==> src/rtl/i2c_master.sv <==
// i2c_master: single-master I2C initiator, one 7-bit-addressed single-byte transfer per start pulse
// Ports: clk, rst_n (synchronous, active-low)
//        start, rw, addr[6:0], wdata[7:0]  transaction request, captured when accepted
//        rdata[7:0], busy, done, ack_err    status back to the host
//        scl, sda_out                       bus drives, 1 = released/high
//        sda_in                             asynchronous SDA pad input
module i2c_master #(
    parameter int QDIV = 2
) (
    input  logic       clk,
    input  logic       rst_n,
    input  logic       start,
    input  logic       rw,
    input  logic [6:0] addr,
    input  logic [7:0] wdata,
    output logic [7:0] rdata,
    output logic       busy,
    output logic       done,
    output logic       ack_err,
    output logic       scl,
    input  logic       sda_in,
    output logic       sda_out
);
    typedef enum logic [3:0] {
        IDLE, START_C, ADDR, ADDR_ACK, WDATA, WDATA_ACK, RDATA, RDATA_NACK, STOP_C, DONE
    } state_t;

    localparam logic [7:0] QMAX = 8'(QDIV - 1);

    state_t     state, nxt;
    logic [7:0] qc, abyte, dbyte, shreg;
    logic [1:0] q;
    logic [2:0] bc;
    logic       s1, s2, step_end, bit_st, idle_like;

    // step_end marks the last clk of quarter Q3, where SDA is sampled and the state advances
    assign step_end  = qc == QMAX && q == 2'd3;
    assign bit_st    = state inside {ADDR, WDATA, RDATA};
    assign idle_like = state inside {IDLE, DONE};
    assign busy      = !idle_like;
    assign done      = state == DONE;

    always_ff @(posedge clk) begin
        if (!rst_n) begin
            state   <= IDLE;
            qc      <= 8'd0;
            q       <= 2'd0;
            bc      <= 3'd7;
            abyte   <= 8'd0;
            dbyte   <= 8'd0;
            shreg   <= 8'd0;
            rdata   <= 8'd0;
            ack_err <= 1'b0;
            s1      <= 1'b1;
            s2      <= 1'b1;
        end else begin
            state <= nxt;
            s1    <= sda_in;
            s2    <= s1;
            if (idle_like) begin
                qc <= 8'd0;
                q  <= 2'd0;
                bc <= 3'd7;
            end else begin
                qc <= qc == QMAX ? 8'd0 : qc + 8'd1;
                if (qc == QMAX) q <= q + 2'd1;
            end
            if (state == IDLE && start) begin
                abyte   <= {addr, rw};
                dbyte   <= wdata;
                ack_err <= 1'b0;
            end
            if (step_end) begin
                bc <= bit_st && bc != 3'd0 ? bc - 3'd1 : 3'd7;
                if (state inside {ADDR_ACK, WDATA_ACK} && s2) ack_err <= 1'b1;
                if (state == RDATA) shreg <= {shreg[6:0], s2};
                // a read only reaches STOP_C error-free if the address was ACKed
                if (state == STOP_C && abyte[0] && !ack_err) rdata <= shreg;
            end
        end
    end

    always_comb begin
        nxt = state;
        case (state)
            IDLE:       nxt = start ? START_C : IDLE;
            START_C:    nxt = step_end ? ADDR : START_C;
            ADDR:       nxt = step_end && bc == 3'd0 ? ADDR_ACK : ADDR;
            ADDR_ACK:   nxt = !step_end ? ADDR_ACK : s2 ? STOP_C : abyte[0] ? RDATA : WDATA;
            WDATA:      nxt = step_end && bc == 3'd0 ? WDATA_ACK : WDATA;
            WDATA_ACK:  nxt = step_end ? STOP_C : WDATA_ACK;
            RDATA:      nxt = step_end && bc == 3'd0 ? RDATA_NACK : RDATA;
            RDATA_NACK: nxt = step_end ? STOP_C : RDATA_NACK;
            STOP_C:     nxt = step_end ? DONE : STOP_C;
            DONE:       nxt = IDLE;
            default:    nxt = IDLE;
        endcase
    end

    always_comb begin
        scl     = 1'b1;
        sda_out = 1'b1;
        case (state)
            START_C: sda_out = !q[1];
            ADDR: begin
                scl     = q[1];
                sda_out = abyte[bc];
            end
            WDATA: begin
                scl     = q[1];
                sda_out = dbyte[bc];
            end
            ADDR_ACK, WDATA_ACK, RDATA, RDATA_NACK: scl = q[1];
            STOP_C: begin
                scl     = q != 2'd0;
                sda_out = q[1];
            end
            default: ;
        endcase
    end
endmodule

==> config.mk <==
export PLATFORM = sky130hd
export DESIGN_NAME = i2c_master
export DESIGN_NICKNAME = d
export VERILOG_FILES = /design/src/rtl/i2c_master.sv
export SDC_FILE = /design/constraint.sdc
export NUM_CORES = 1
export LEC_CHECK = 0
export ABC_AREA = 1
export BUFFER_PORTS_ARGS = -buffer_cell sky130_fd_sc_hd__buf_2
export CORE_ASPECT_RATIO = 0.5
export CORE_UTILIZATION = 40
export CTS_CLUSTER_SIZE = 14
export DETAILED_ROUTE_END_ITERATION = 7
export GPL_TIMING_DRIVEN = 0
export SYNTH_ARGS = -nofsm -noshare
export SYNTH_HDL_FRONTEND = slang
export SYNTH_SLANG_ARGS = --single-unit
==> constraint.sdc <==
create_clock -name clk -period 2.7 [get_ports clk]
set_clock_uncertainty 0.15 [all_clocks]
set_input_delay 0 -clock clk [delete_from_list [all_inputs] [get_ports clk]]
set_output_delay 0 -clock clk [all_outputs]
set_load 0.02 [all_outputs]
After elaboration in Yosys (flattened, before gate mapping)
Cells that the tools add are included.
W data, S select, Z words.
{ "word_totals": {"elab_cells": 74, "regBits": 52} }
{ "op_classes": {"n_reduce_logical": 23, "n_bitwise": 1, "eq_ne": 11, "addsub": 3, "magnitude_cmp": 1, "n_mux": 24} }
{ "op_table": {"columns": ["operator", "count"], "rows": [
  ["$pmux W4 S9", 1],
  ["$eq A4 B3 Y1 const B", 4],
  ["$mux W4", 4],
  ["$mux W1", 10],
  ["$mux W3", 3],
  ["$add A8 B1 Y8 const B", 1],
  ["$eq A4 B2 Y1 const B", 2],
  ["$eq A4 B4 Y1 const B", 2],
  ["$eq A8 B1 Y1 const B", 1],
  ["$reduce_bool A2 Y1", 4],
  ["$logic_and A1 B1 Y1", 7],
  ["$bmux W1 S3", 2],
  ["$reduce_bool A3 Y1", 2],
  ["$reduce_or A6 Y1", 1],
  ["$eq A4 B1 Y1 const B", 1],
  ["$logic_not A4 Y1", 1],
  ["$lt A3 B4 Y1 const B", 1],
  ["$mux W2", 2],
  ["$pmux W1 S4", 1],
  ["$reduce_and A2 Y1", 2],
  ["$logic_not A1 Y1", 3],
  ["$logic_not A3 Y1", 1],
  ["$reduce_or A3 Y1", 1],
  ["$sub A3 B1 Y3 const B", 1],
  ["5 further kinds", 5]
]} }

Depth between registers and ports, before layout
{ "logic_depth": {"ltp_word": 5, "ltp_mapped": 10, "ltp_nobuf": 10} }

Worst setup path before layout
No wires, ideal clock.
{ "synth_timing": {"kind": "flip-flop to flip-flop", "start": "register qc[0]", "end": "register rdata[0]", "n_path_buf": 1, "arrival_ns": 1.348, "path_stages_with_launch": 8, "path_slack_ns": 1.089, "required_time_ns": 2.437, "path_cell_list": "dfxtp_1 > ha_1 > nand3_1 > nor2_4 > nand4_4 > buf_6 > nor2_1 > nor2_1"} }
{ "synth_via": {"elab_chain_len": 3} }
{ "synth_rtl": {"columns": ["element", "line", "text"], "rows": [
  ["start: declaration", "31", "logic [7:0] qc, abyte, dbyte, shreg;"],
  ["start signal: assignment", "65", "qc <= qc == QMAX ? 8'd0 : qc + 8'd1;"],
  ["$eq A8 B1 Y1", "37", "assign step_end = qc == QMAX && q == 2'd3;"],
  ["$logic_and A1 B1 Y1", "37", null],
  ["$reduce_and A2 Y1 (no source line)", null, null],
  ["end signal: assignment", "78", "if (state == STOP_C && abyte[0] && !ack_err) rdata <= shreg;"],
  ["end: declaration", "16", "output logic [7:0] rdata,"]
]} }
No other way between the ends.
A chain may end at the register's enable or synchronous reset.

Final worst setup path
{ "layout_timing": {"start": "register bc[0]", "end": "output port sda_out"} }
{ "layout_via": {"elab_chain_len": 3, "word_cells_on_any_way": 5} }
{ "layout_rtl": {"columns": ["element", "line", "text"], "rows": [
  ["start: declaration", "33", "logic [2:0] bc;"],
  ["start signal: assignment", "74", "bc <= bit_st && bc != 3'd0 ? bc - 3'd1 : 3'd7;"],
  ["$bmux W1 S3, on equally long branches", "111, 107", null],
  ["$mux W1, on equally long branches", "111, 107", null],
  ["$pmux W1 S4 (*)", "103", "case (state)"],
  ["end: declaration", "22", "output logic sda_out"]
]} }
Every way passes the cells marked *; elsewhere a longest branch is shown, timed or not. The select of a mux whose other input is x is not followed.

==> summary.txt <==
Run status
  • Status: complete, no violations

Placement
  • DP HPWL: 4.23 mm
  • GPL Wtd Cong: a little over 0.8
  • I/O Buffers: 32
  • DP Cell Count: 453
  • Setup WS pre-CTS: ~0.84 ns
  • Placed Area: 2720 sq um

Setup path
  • Setup crit end kind: primary output
  • CP arrival: around 1.8 ns
  • Worst setup SP type: flip-flop
  • Worst-path cell chain: clkbuf_1 > nand2_1 > o211ai_1 > nand3_1 > nand3b_1 > nand3_1 > buf_2
  • Worst EP required: roughly 2.6 ns
  • CP max stage cell: dfxtp_1
  • CP max stage delay: about 0.45 ns
  • Crit path max-delay family: buffers and inverters
  • Kind of critical path: reg -> out
  • Top cell by count, worst path: nand3_1
  • CP bufs+invs: 2
  • Max FO, Critical Path: 10

Routing
  • Via count: ~2,300
  • Antenna viol nets, final: 0
  • Vias per inst: roughly 4.8
  • Final WL: between 5 and 6 mm
  • DRT Pass-1 Iters: 4
  • Residual DRC count: 0
  • DRT iter0 DRCs: 75
  • WL/cell: 12.0 um

Job
  • Max-cap violations: 0

CTS
  • Clock Tree Buf Depth: 2
  • Reg clk slew, reported paths: 0.07 ns
  • Clock tree sinks: 52
  • CTS Buf Count: 5
  • H-tree Lvls: 2
  • CTS tree: yes
  • Worst-skew pair later-pin latency: about 0.29 ns
  • CTS Root Cell: clkbuf_16

Die
  • Initial Utilization: 0.433
  • DIE AREA: around 6500 sq um
  • Core box area: 5710 sq um
  • Row count: 19
  • Die width: 113 um
  • Io pins: 33
  • Die height: approximately 58 um

STA
  • Relative slew slack: 0.667
  • Worst hold margin: 0.171 ns
  • Final setup viols: 0
  • Max frequency: just over 0.5 GHz
  • Tcrit/Tclk final: 0.726
  • RSZ-0062 raised after global routing: false
  • Slew @ Worst Pin: 0.499 ns
  • Final hold vios: 0
  • PnR worst setup slack: ~0.74 ns
  • Max Slew Vio Count: 0
  • Min Tclk post-route: 1.96 ns
  • Setup TNS: 0 ns

Synth
  • Largest family of logic cells by synthesized area: simple AND/OR/NAND/NOR gates
  • Synth Cell Area: 2470 sq um
  • Mux contribution to synthesized area: 0
  • Cell taking the most area after synthesis: dfxtp_1
  • #FFs+latches synth: 52
  • Synth Area in Adders: 0.0304
  • Synth Net Count: 374
  • Largest cells by area after synthesis: dfxtp_1, nand2_1, nor2_1
  • Part of the Yosys area used for sequential elements: 0.421
  • Mapped Avg Cell Area: 7.10 sq um
  • Number of enable flip-flop cells after synthesis: 0
  • Compound-Gate Fraction of Synth Area: 0.137
  • Most frequent cell after synthesis: nand2_1
  • Synth cell types: 32
  • Most frequent cells after synthesis: nand2_1, dfxtp_1, nor2_1, inv_1, a21oi_1
  • Synth Area in XOR/XNOR: 0.0177
  • Post-synthesis simple-gate area fraction: 0.289
  • Post-synthesis async set-or-reset flop share: 0
  • Gate Count Post-Synth: 348
  • Yosys warns: 0
  • Post-synth top area share: 0.421
  • Most used DFF post-synth: dfxtp_1

Global route
  • First-pass GRT wire length: 9.94 mm
  • Vias in the first global route: 2,138
  • Grt ovf: 0
  • Total track usage: 0.195
  • Antenna violations before repair: 0
  • Largest net degree at the start of global routing: 19

Cells and area
  • Nets@finish: around 430
  • Diodes inserted: 0
  • Non-Filler Instances: about 480
  • Fill count: between 500 and 600
  • Final Cell Area: 3060 sq um
  • Share of layout cells above drive strength 1: 0.155
  • Area growth, synth to finish: 23.6%
  • Utilization after layout: 0.536

Power
  • Max rail drop VDD: 402 uV
  • Tot Pwr: 1.60 mW
  • Power Density: 524 nW/um^2
  • Lkg Pwr: 1.43 nW

Hold path
  • Worst min path class: in -> reg
## registers in the layout, summed over array words and instances (netlist names)
register / cells
shreg: 8
rdata: 8
s1: 1
state: 4
dbyte: 8
ack_err: 1
s2: 1
q: 2
qc: 8
abyte: 8
bc: 3
## repair_timing
item	CTS	global route
resized for setup	0	0
hold endpoints to repair	19	0
buffers inserted	0	0
hold buffers	18	0
## cell families after synthesis
family	Yosys count
AOI/OAI and AO/OA	64
buffers and inverters	65
xor gates and xnor gates	5
DFF	52
adders and majority gates	6
and+or+nand+nor	156
## cell usage in the layout (no fill, tap or decap), types with 5 or more instances in the layout
cell type and n:
nand2_1 68, o21ai_0 9, nor2_1 44, dfxtp_1 52
inv_2 7, buf_2 35, a21oi_1 32, o21ai_1 17
clkbuf_16 5, nand3_1 25, inv_1 42, clkbuf_1 8
dlygate4sd3_1 18, ha_1 6
## power by group
group / leakage [nW] / total, mW / switching (mW) / internal, mW
combinational: 0.936 / 0.147 / 0.0859 / 0.0611
clock: 0.0719 / 0.652 / 0.300 / 0.352
sequential: 0.424 / 0.802 / 0.0107 / 0.792
## area by class of cell
type                       instances  area (sq um)  share of cell area
multi-input combinational        231          1170               0.383
sequential                        52          1040               0.341
timing repair buffer              50           340               0.111
inverter                          52           195              0.0639
clock buffer                       5           125              0.0410
tap                               73          91.3              0.0299
buffer                            13          63.8              0.0209
clock inverter                     3          27.5             0.00901
## final timing paths
kind | from | slack [ns] | endpoint | depth (start not counted)
worst max-delay path | bc[0] | 0.74 | sda_out | 7
worst min-delay path | start | 0.17 | ack_err | 6
worst max register to register | q[1] | 0.83 | bc[2] | 7
worst min register to register | s1 | 0.27 | s2 | 1
## worst register-to-register path: cells and delay by family (launching register included)
kind	cells	cell delay [ns]
AND/OR/NAND/NOR	4	0.74
flip-flops	1	0.40
buffers and inverters	1	0.23
adder cells (fa/ha/maj)	1	0.16
AO/OA/AOI/OAI	1	0.08
## layer usage
layer | up-vias | wire length, um | global-route usage
met3 | 2 | 258 | 0.0563
met5 | - | 0 | 0
li1 | 1217 | - | -
met1 | 1047 | 3000 | 0.259
met4 | 0 | 19 | 0.0395
met2 | 33 | 2480 | 0.319
Note: power is estimated with default switching activity, not from simulation.
